==> src/rtl/seq_timing_decoder.sv <==
`default_nettype none
// ============================================================================
// Module      : seq_timing_decoder
// Description : Sequence counter with a one-hot timing vector (t), plus a
//               latched opcode with one-hot decode (d) and indirect bit.
//               All outputs are decoded from registers only.
// Ports       :
//   clk        - system clock, rising edge active
//   reset      - synchronous active-high reset
//   sc_clr     - clear sequence counter (end of instruction)
//   sc_inc     - increment sequence counter
//   hlt        - freeze sequence counter (opcode register unaffected)
//   op_load    - capture opcode_in and i_in
//   opcode_in  - opcode field from IR (OP_W bits)
//   i_in       - indirect bit from IR
//   sc_count   - current counter value (CNT_W bits)
//   t          - one-hot of sc_count (2**CNT_W bits)
//   d          - one-hot of latched opcode, zero when op_valid is low
//   i_bit      - latched indirect bit
//   op_valid   - opcode register holds a live opcode
//   sc_wrap    - one-cycle pulse after the counter rolls over from max to 0
// Revision    : 1.0 - initial release
// ============================================================================
module seq_timing_decoder #(
    parameter int CNT_W = 4,
    parameter int OP_W  = 3
) (
    input  logic                  clk,
    input  logic                  reset,
    input  logic                  sc_clr,
    input  logic                  sc_inc,
    input  logic                  hlt,
    input  logic                  op_load,
    input  logic [OP_W-1:0]       opcode_in,
    input  logic                  i_in,
    output logic [CNT_W-1:0]      sc_count,
    output logic [2**CNT_W-1:0]   t,
    output logic [2**OP_W-1:0]    d,
    output logic                  i_bit,
    output logic                  op_valid,
    output logic                  sc_wrap
);

    localparam int               c_NUM_T  = 2**CNT_W;
    localparam int               c_NUM_D  = 2**OP_W;
    localparam logic [CNT_W-1:0] c_SC_MAX = {CNT_W{1'b1}};

    logic [CNT_W-1:0] r_sc;
    logic             r_wrap;
    logic [OP_W-1:0]  r_op;
    logic             r_i;
    logic             r_op_valid;

    // Sequence counter. Clear outranks halt so the end-of-instruction clear
    // can never be blocked; a clear from max is not a rollover.
    always_ff @(posedge clk) begin
        if (reset) begin
            r_sc   <= '0;
            r_wrap <= 1'b0;
        end else begin
            r_wrap <= 1'b0;
            if (sc_clr) begin
                r_sc <= '0;
            end else if (hlt) begin
                r_sc <= r_sc;
            end else if (sc_inc) begin
                r_sc   <= r_sc + CNT_W'(1);
                r_wrap <= (r_sc == c_SC_MAX);
            end
        end
    end

    // Opcode register. A load wins over a simultaneous clear and is not
    // gated by halt; a clear alone only invalidates, opcode and I hold.
    always_ff @(posedge clk) begin
        if (reset) begin
            r_op       <= '0;
            r_i        <= 1'b0;
            r_op_valid <= 1'b0;
        end else if (op_load) begin
            r_op       <= opcode_in;
            r_i        <= i_in;
            r_op_valid <= 1'b1;
        end else if (sc_clr) begin
            r_op_valid <= 1'b0;
        end
    end

    genvar k;
    generate
        for (k = 0; k < c_NUM_T; k++) begin : g_t_decode
            assign t[k] = (r_sc == CNT_W'(k));
        end
        for (k = 0; k < c_NUM_D; k++) begin : g_d_decode
            assign d[k] = r_op_valid && (r_op == OP_W'(k));
        end
    endgenerate

    assign sc_count = r_sc;
    assign i_bit    = r_i;
    assign op_valid = r_op_valid;
    assign sc_wrap  = r_wrap;

endmodule
`default_nettype wire

==> config.mk <==
export PLATFORM = sky130hd
export DESIGN_NAME = seq_timing_decoder
export DESIGN_NICKNAME = d
export VERILOG_FILES = /design/src/rtl/seq_timing_decoder.sv
export SDC_FILE = /design/constraint.sdc
export NUM_CORES = 1
export LEC_CHECK = 0
export BUFFER_PORTS_ARGS = -buffer_cell sky130_fd_sc_hd__buf_2
export CAP_MARGIN = 20
export CORE_MARGIN = 2
export CORE_UTILIZATION = 29
export DETAILED_ROUTE_END_ITERATION = 10
export PLACE_DENSITY_LB_ADDON = 0.15
export SLEW_MARGIN = 10
export SYNTH_ARGS = -nofsm -noshare
export SYNTH_HDL_FRONTEND = slang
export SYNTH_SLANG_ARGS = --single-unit
==> constraint.sdc <==
create_clock -name clk -period 3.13 [get_ports clk]
set_input_delay 0.1565 -clock clk [delete_from_list [all_inputs] [get_ports clk]]
set_output_delay 0.1565 -clock clk [all_outputs]
set_load 0.03 [all_outputs]
-- After elaboration in Yosys (flattened, before gate mapping)
Index checks and enable logic that the tools add are counted.
- reductions and logical operators: 14
- equality and inequality tests: 22
- mux-type cells: 2
- bitwise logic cells: 2
- $add $sub $neg: 1
- operators with widths (operator ; number):
    $eq A4 B4 Y1 const B ; 8
    $eq A4 B3 Y1 const B ; 4
    $eq A3 B3 Y1 const B ; 4
    $eq A4 B2 Y1 const B ; 2
    $logic_and A1 B1 Y1 ; 8
    $eq A3 B2 Y1 const B ; 2
    $add A4 B1 Y4 const B ; 1
    $eq A4 B1 Y1 const B ; 1
    $logic_not A4 Y1 ; 1
    $reduce_or A4 Y1 ; 1
    $eq A3 B1 Y1 const B ; 1
    $logic_not A3 Y1 ; 1
    $mux W1 ; 2
    $not A1 Y1 ; 2
    $reduce_and A2 Y1 ; 1
    $reduce_bool A2 Y1 ; 1
    $reduce_or A2 Y1 ; 1
- bits in registers: 10
- word-level logic and storage cells: 46
- output and inout bits: 31
- bits of input ports: 10

-- Longest topological paths before layout
Gate-level depths: netlist (run 1).
- depth in word-level cells: 2
- mapped depth: 4
- mapped depth without buffers: 4

-- Worst setup path before layout (run 1)
No wires, ideal clock.
- kind: reg2out
- from: register r_op_valid, in the netlist op_valid
- to: output port d[0]
- path buffers: 0
- stages on the path, launching flop included: 3
- setup slack: 1.627 ns
- data required time: 2.974 ns
- arrival: 1.346 ns
- cell sequence: dfxtp_1 > nand2b_1 > nor3_1
- word-level cells in the longest chain between the ends: 1
- ends and longest elaborated chain (what ; line ; source):
    from (decl) ; 52 ; logic r_op_valid;
    from (signal assigned) ; 79 ; r_op_valid <= 1'b0;
    from (signal assigned) ; 83 ; r_op_valid <= 1'b1;
    from (signal assigned) ; 85 ; r_op_valid <= 1'b0;
    $logic_and A1 B1 Y1 ; 95 ; assign d[k] = r_op_valid && (r_op == OP_W'(k));
    to (decl) ; 38 ; output logic [2**OP_W-1:0] d,
No other way between the ends.

-- Worst setup path after layout (run 1)
- from: register r_sc[0], in the netlist sc_count[0]
- to: output port t[12]
- word-level cells in the longest chain between the ends: 1
- ends and longest elaborated chain (what ; line ; source):
    from (decl) ; 48 ; logic [CNT_W-1:0] r_sc;
    from (signal assigned) ; 65 ; r_sc <= r_sc;
    from (signal assigned) ; 67 ; r_sc <= r_sc + CNT_W'(1);
    $eq A4 B4 Y1 ; 92 ; assign t[k] = (r_sc == CNT_W'(k));
    to (decl) ; 37 ; output logic [2**CNT_W-1:0] t,
No other way between the ends.

==> impl_metrics.toml, run 1 <==
[critical_path]
reg2regPathDepth = 4
critPathBufInv = 2
crit_path_max_fanout = 5
path_cells = "inv_1 -> ha_1 -> and3_1 -> buf_2"
endpoint_kind = "primary output"
crit_required_ns = 2.97
cp.arrival_ns = 1.37
critPathSlowestCell = "dfxtp_1"
critPathMaxStageDelay_ns = 0.40
critical_path_depth = 4
cp_top_family = "flip-flops"
crit_type = "register to primary output"
startpoint_type = "register"

[clock_tree]
cts_setup_buffers = 0
insertion_delay_ns = 0.26
cts_hold_buf = 0
clk_pin_slew_ns = 0.07
clock_sinks = 10
h-tree-depth = 1
root_buffer = "clkbuf_4"
ctsResizeCount = 0
cts-buffers-inserted = 3
cts_tree = "yes"
ctsLongestPathBuffers = 2

[power_and_ir_drop]
total_power_mw = 0.292
pwr-share-clk_pct = 38.5
power_density_nw_per_um2 = 334
p_leak_nw = 0.491
p_seq_share_pct = 46.6
p_sw_share_pct = 24.9
peakVddDrop_v = 0.000222
p_sw_mw = 0.0727
p_comb_share_pct = 14.9
p_int_mw = 0.219

[global_route]
grt_pass1_vias = 541
grt_overflow = 0
grt_max_degree = 11
grt_use_met3_pct = 5.76
grt_pass1_wl_um = 2370
grtUsageMet1_pct = 15.5
gr-max-usage-layer = "met2"
antenna_found_initial = 0
grt_use_total_pct = 12.1
use_met2_pct = 18.9

[yosys]
yosys_warnings = 0
netlist_instances = 75
ys_seq_area_share_pct = 32.6
yosys.cell_types.count = 23
syn_area_per_cell_sq_um = 8.19
synth-edff-count = 0
async_flop_share_pct = 0
synth_area_sq_um = 614
syn_nets = 89
yosys_most_used_dff = "dfxtp_1"
ys_ff_latch = 10

[placement]
place_area_sq_um = 837
dp_hpwl_um = 1160
placedCellCount = 140
port_buffers = 40
place_congestion = 0.703

[run_status]
outcome = "finished, final reports clean"

[worst_hold_path]
min_path_type = "input port to register"
hold_depth = 2

[finish]
area.growth.synth_to_final_pct = 42.2
n_fill_cell = 208
drive_gt1_share_pct = 39.3
finalNonFillerCells = 144
final_nets = 132
num_antenna_cells = 0
postLayoutCoreUtil_pct = 44.1
final_area_sq_um = 873

[floorplanning]
row_count = 16
fp.dieW_um = 50.0
io_pins = 41
die_area_sq_um = 2500
start_util_pct = 31.0
coreArea_sq_um = 1980
die_h_um = 50.0

[timing]
finalCritPeriodShare_pct = 48.7
fmax_mhz = 656
rsz0062_at_grt = "no"
worstMarginPinSlew_ns = 0.271
max-slew-margin-rel_pct = 81.9
setup_violations = 0
min_period_ns = 1.52
tns_ns = 0
maxSlewViolCount = 0
skew_ns = 0.00588
hold_violations = 0

[route]
drt-initial-drc-count = 2
antenna_left = 0
dr.pass1.iters = 4
wl_per_cell_um = 9.53
vias = 620
wl_um = 1370
viasPerCell = 4.31
drc = 0

[job]
drv_cap = 0
cell type report:
type / instances / area (sq um) / share of cell area [%]
repair buffers: 40 / 200 / 22.9
inverters: 3 / 11.3 / 1.29
clock buffers: 4 / 36.3 / 4.15
multi-input cells: 60 / 392 / 44.8
flip-flops and latches: 10 / 200 / 22.9
well taps: 27 / 33.8 / 3.87
cell usage after synthesis (2+ instances only):
library cell	instances	area share (%)
nor2_1	15	9.2
and2_1	12	12
dfxtp_1	10	33
mux2i_1	5	8.1
and3_1	4	4.1
ha_1	4	8.1
inv_1	3	1.8
nand2b_1	3	3.1
a21oi_1	2	1.6
nand2_1	2	1.2
nor2b_1	2	2.0
nor3_1	2	1.6
path summary, 6_finish.rpt:
kind	from	end	slack, ns
setup / recovery	sc_count[0]$_SDFFE_PP0P_	t[12]	1.61
hold / removal	sc_clr	sc_wrap$_SDFF_PP0_	0.09
setup reg to reg	sc_count[1]$_SDFFE_PP0P_	sc_count[2]$_SDFFE_PP0P_	2.02
hold reg to reg	i_bit$_SDFFE_PP0P_	i_bit$_SDFFE_PP0P_	0.50
registers in the layout, indices dropped and copies added, names as in the netlist:
register,cells
op_valid,1
r_op,3
sc_count,4
sc_wrap,1
i_bit,1
placed cells by master, fill, tap and decap left out, drive strengths merged:
cell	synthesis	layout
nand2	2	2
nand2b	4	4
nand3	1	1
xnor2	1	1
buf	1	40
and3	4	4
or2	1	1
ha	4	4
or3	1	1
and2	12	12
nor2b	2	2
clkbuf	1	4
a21oi	2	2
inv	3	3
nand3b	1	1
nor3	2	2
nor2	15	15
mux2i	5	5
o21ai	1	1
dfxtp	10	10
xor2	1	1
nor4b	1	1
per-stage QoR:
step           setup WS [ns]  hold slack [ns]
6_report                1.61           0.0903
5_1_grt                 1.47           0.0958
4_1_cts                 1.58           0.0838
3_5_place_dp            1.87            0.368
3_3_place_gp            1.87            0.365
2_1_floorplan           1.63            0.227
metal layers:
metal  vias to the layer above  wire length (um)
met5                         -                 0
met4                         0                 7
met3                         2                79
met2                        13               624
met1                       278               660
li1                        327                 -
logic make-up after synthesis:
group / Yosys count / share of synthesized area, %
simple gates: 46 / 42.2
flops: 10 / 32.6
buf+inv: 5 / 3.67
mux: 5 / 8.15
fa+ha+maj: 4 / 8.15
compound gates: 3 / 2.44
xor+xnor: 2 / 2.85
power by group through the flow:
stage          Clock [mW]  Sequential (mW)  Combinational [mW]
6_report            0.112            0.136              0.0435
3_5_place_dp            0            0.139              0.0440
5_1_grt             0.127            0.137              0.0482
3_3_place_gp            0            0.139              0.0437
4_1_cts             0.118            0.136              0.0441
2_1_floorplan           0            0.143              0.0243
No activity file was read; power rests on OpenSTA's default activity.
==> run 2: changes to the inputs <==
==> constraint.sdc (replaced) <==
create_clock -name clk -period 1.5 [get_ports clk]
set_input_delay 0.075 -clock clk [delete_from_list [all_inputs] [get_ports clk]]
set_output_delay 0.075 -clock clk [all_outputs]
set_load 0.03 [all_outputs]
==> run 2 against run 1 <==
  * Sequential share of layout area is 0.26 points higher
  * Sequential power is 110% higher
  * Final cell count stayed put
  * Via count is 0.65% higher
  * Register-to-register slack worse by 1.6 ns
  * Critical path depth stayed put
  * Total power is 110% higher
  * Utilization is 0.32 points higher
  * Global-route usage stayed put
  * Count of clock-buffer cells in the layout stayed put
  * Critical path type unchanged
  * Critical endpoint unchanged
  * Highest routed layer unchanged
==> impl_metrics.toml, run 2 (synthesis gave the netlist of run 1 again) <==
[critical_path]
crit_path_max_fanout = 5
path_cells = "inv_1 -> ha_1 -> and3_1 -> buf_2"
crit_type = "register to primary output"
critPathSlowestCell = "dfxtp_2"
critPathMaxStageDelay_ns = 0.37
crit_required_ns = 1.42
startpoint_type = "register"
cp.arrival_ns = 1.31
endpoint_kind = "primary output"

[finish]
layout_commonest_cell = "buf_2"
area.growth.synth_to_final_pct = 43.2
drive_gt1_share_pct = 42.7
layout_common_cells = "40 x buf_2, 15 x nor2_1, 12 x and2_1"
largest_reg_flops = 4
num_antenna_cells = 0
final_nets = 132
postLayoutCoreUtil_pct = 44.4
final_area_sq_um = 880

[timing]
max-slew-margin-rel_pct = 83.0
rsz0062_at_grt = "no"
setup_violations = 0
tns_ns = 0
maxSlewViolCount = 0
min_period_ns = 1.38
skew_ns = 0.00575
finalCritPeriodShare_pct = 92.3
fmax_mhz = 722
hold_violations = 0
layout_setup_ws_ns = 0.115
worstMarginPinSlew_ns = 0.255

[clock_tree]
root_buffer = "clkbuf_4"
cts_setup_buffers = 0
clk_pin_slew_ns = 0.07
cts_tree = "yes"
cts-buffers-inserted = 3
ctsLongestPathBuffers = 2
h-tree-depth = 1
clock_sinks = 10
insertion_delay_ns = 0.26

[power_and_ir_drop]
peakVddDrop_v = 0.000463
p_leak_nw = 0.493
power_density_nw_per_um2 = 693

[floorplanning]
start_util_pct = 31.0
die_area_sq_um = 2500
coreArea_sq_um = 1980
row_count = 16
io_pins = 41
die_h_um = 50.0
fp.dieW_um = 50.0

[route]
wl_met2_um = 637
viasPerCell = 4.33
maxUsedRoutingLayer = "met4"
met1_length_um = 674
wl_um = 1400
wl_per_cell_um = 9.71
dr.pass1.iters = 4
drc = 0
antenna_left = 0
drt-initial-drc-count = 4
vias = 624
route.met3.wl_um = 79

[placement]
place_congestion = 0.703
dpl_worst_slack_ns = 0.322
dp_hpwl_um = 1160
port_buffers = 40
place_area_sq_um = 837

[worst_hold_path]
min_path_type = "input port to register"

[global_route]
grt_pass1_vias = 541
grt_use_total_pct = 12.1
antenna_found_initial = 0
grt_pass1_wl_um = 2370
grt_max_degree = 11
grt_overflow = 0

[run_status]
outcome = "finished, final reports clean"

[job]
drv_cap = 0
[run 2: cell count changes in the layout (fill, tap and decap cells not counted)]
cell | before | now
dfxtp_2 | 0 | 3
nor2b_2 | 0 | 1
dfxtp_1 | 10 | 7
nor2b_1 | 2 | 1
[run 2: cell type report]
type | instances | area [sq um]
clock buffer | 4 | 36.3
inverter | 3 | 11.3
tap | 27 | 33.8
multi-input combinational | 60 | 394
sequential | 10 | 204
timing repair buffer | 40 | 200
fill | 212 | 1100
[run 2: final timing paths]
path / start / to / slack, ns / cells after the start
setup / recovery: sc_count[0]$_SDFFE_PP0P_ / t[12] / 0.12 / 4
hold / removal: sc_clr / sc_wrap$_SDFF_PP0_ / 0.009 / 2
setup reg to reg: sc_count[0]$_SDFFE_PP0P_ / sc_wrap$_SDFF_PP0_ / 0.46 / 3
hold reg to reg: i_bit$_SDFFE_PP0P_ / i_bit$_SDFFE_PP0P_ / 0.50 / 2
[run 2: power breakdown]
part / switching, mW / total [mW] / internal [mW]
Clock: 0.0872 / 0.234 / 0.147
Sequential: 0.00915 / 0.284 / 0.275
Combinational: 0.0555 / 0.0910 / 0.0354
Total: 0.152 / 0.609 / 0.458
[run 2: layer usage]
metal | global-route usage, % | vias to the layer above
met2 | 18.9 | 13
met5 | 0 | -
met4 | 1.39 | 0
met3 | 5.76 | 2
met1 | 15.5 | 282
li1 | - | 327
[run 2: critical path: cells and delay by family, from the launching register on]
kind                     cells  cell delay, ns
AND/OR/NAND/NOR              1            0.18
adder cells (fa/ha/maj)      1            0.24
buffers and inverters        2            0.26
flip-flops                   1            0.37
[run 2: per-stage QoR]
stage / power, mW / cells / hold slack (ns)
final: 0.609 / 144 / 0.00896
after global routing: 0.653 / 144 / 0.0141
after CTS: 0.622 / 144 / 0.00227
after detailed placement: 0.382 / 140 / 0.287
after global placement: 0.381 / 140 / 0.283
after floorplan: 0.348 / 75 / 0.146
[run 2: timing repair]
action                                  CTS  global route
resized for setup                         0             4
hold buffers                              0             0
hold endpoints to repair                  0             0
endpoints found under the setup margin    0            12
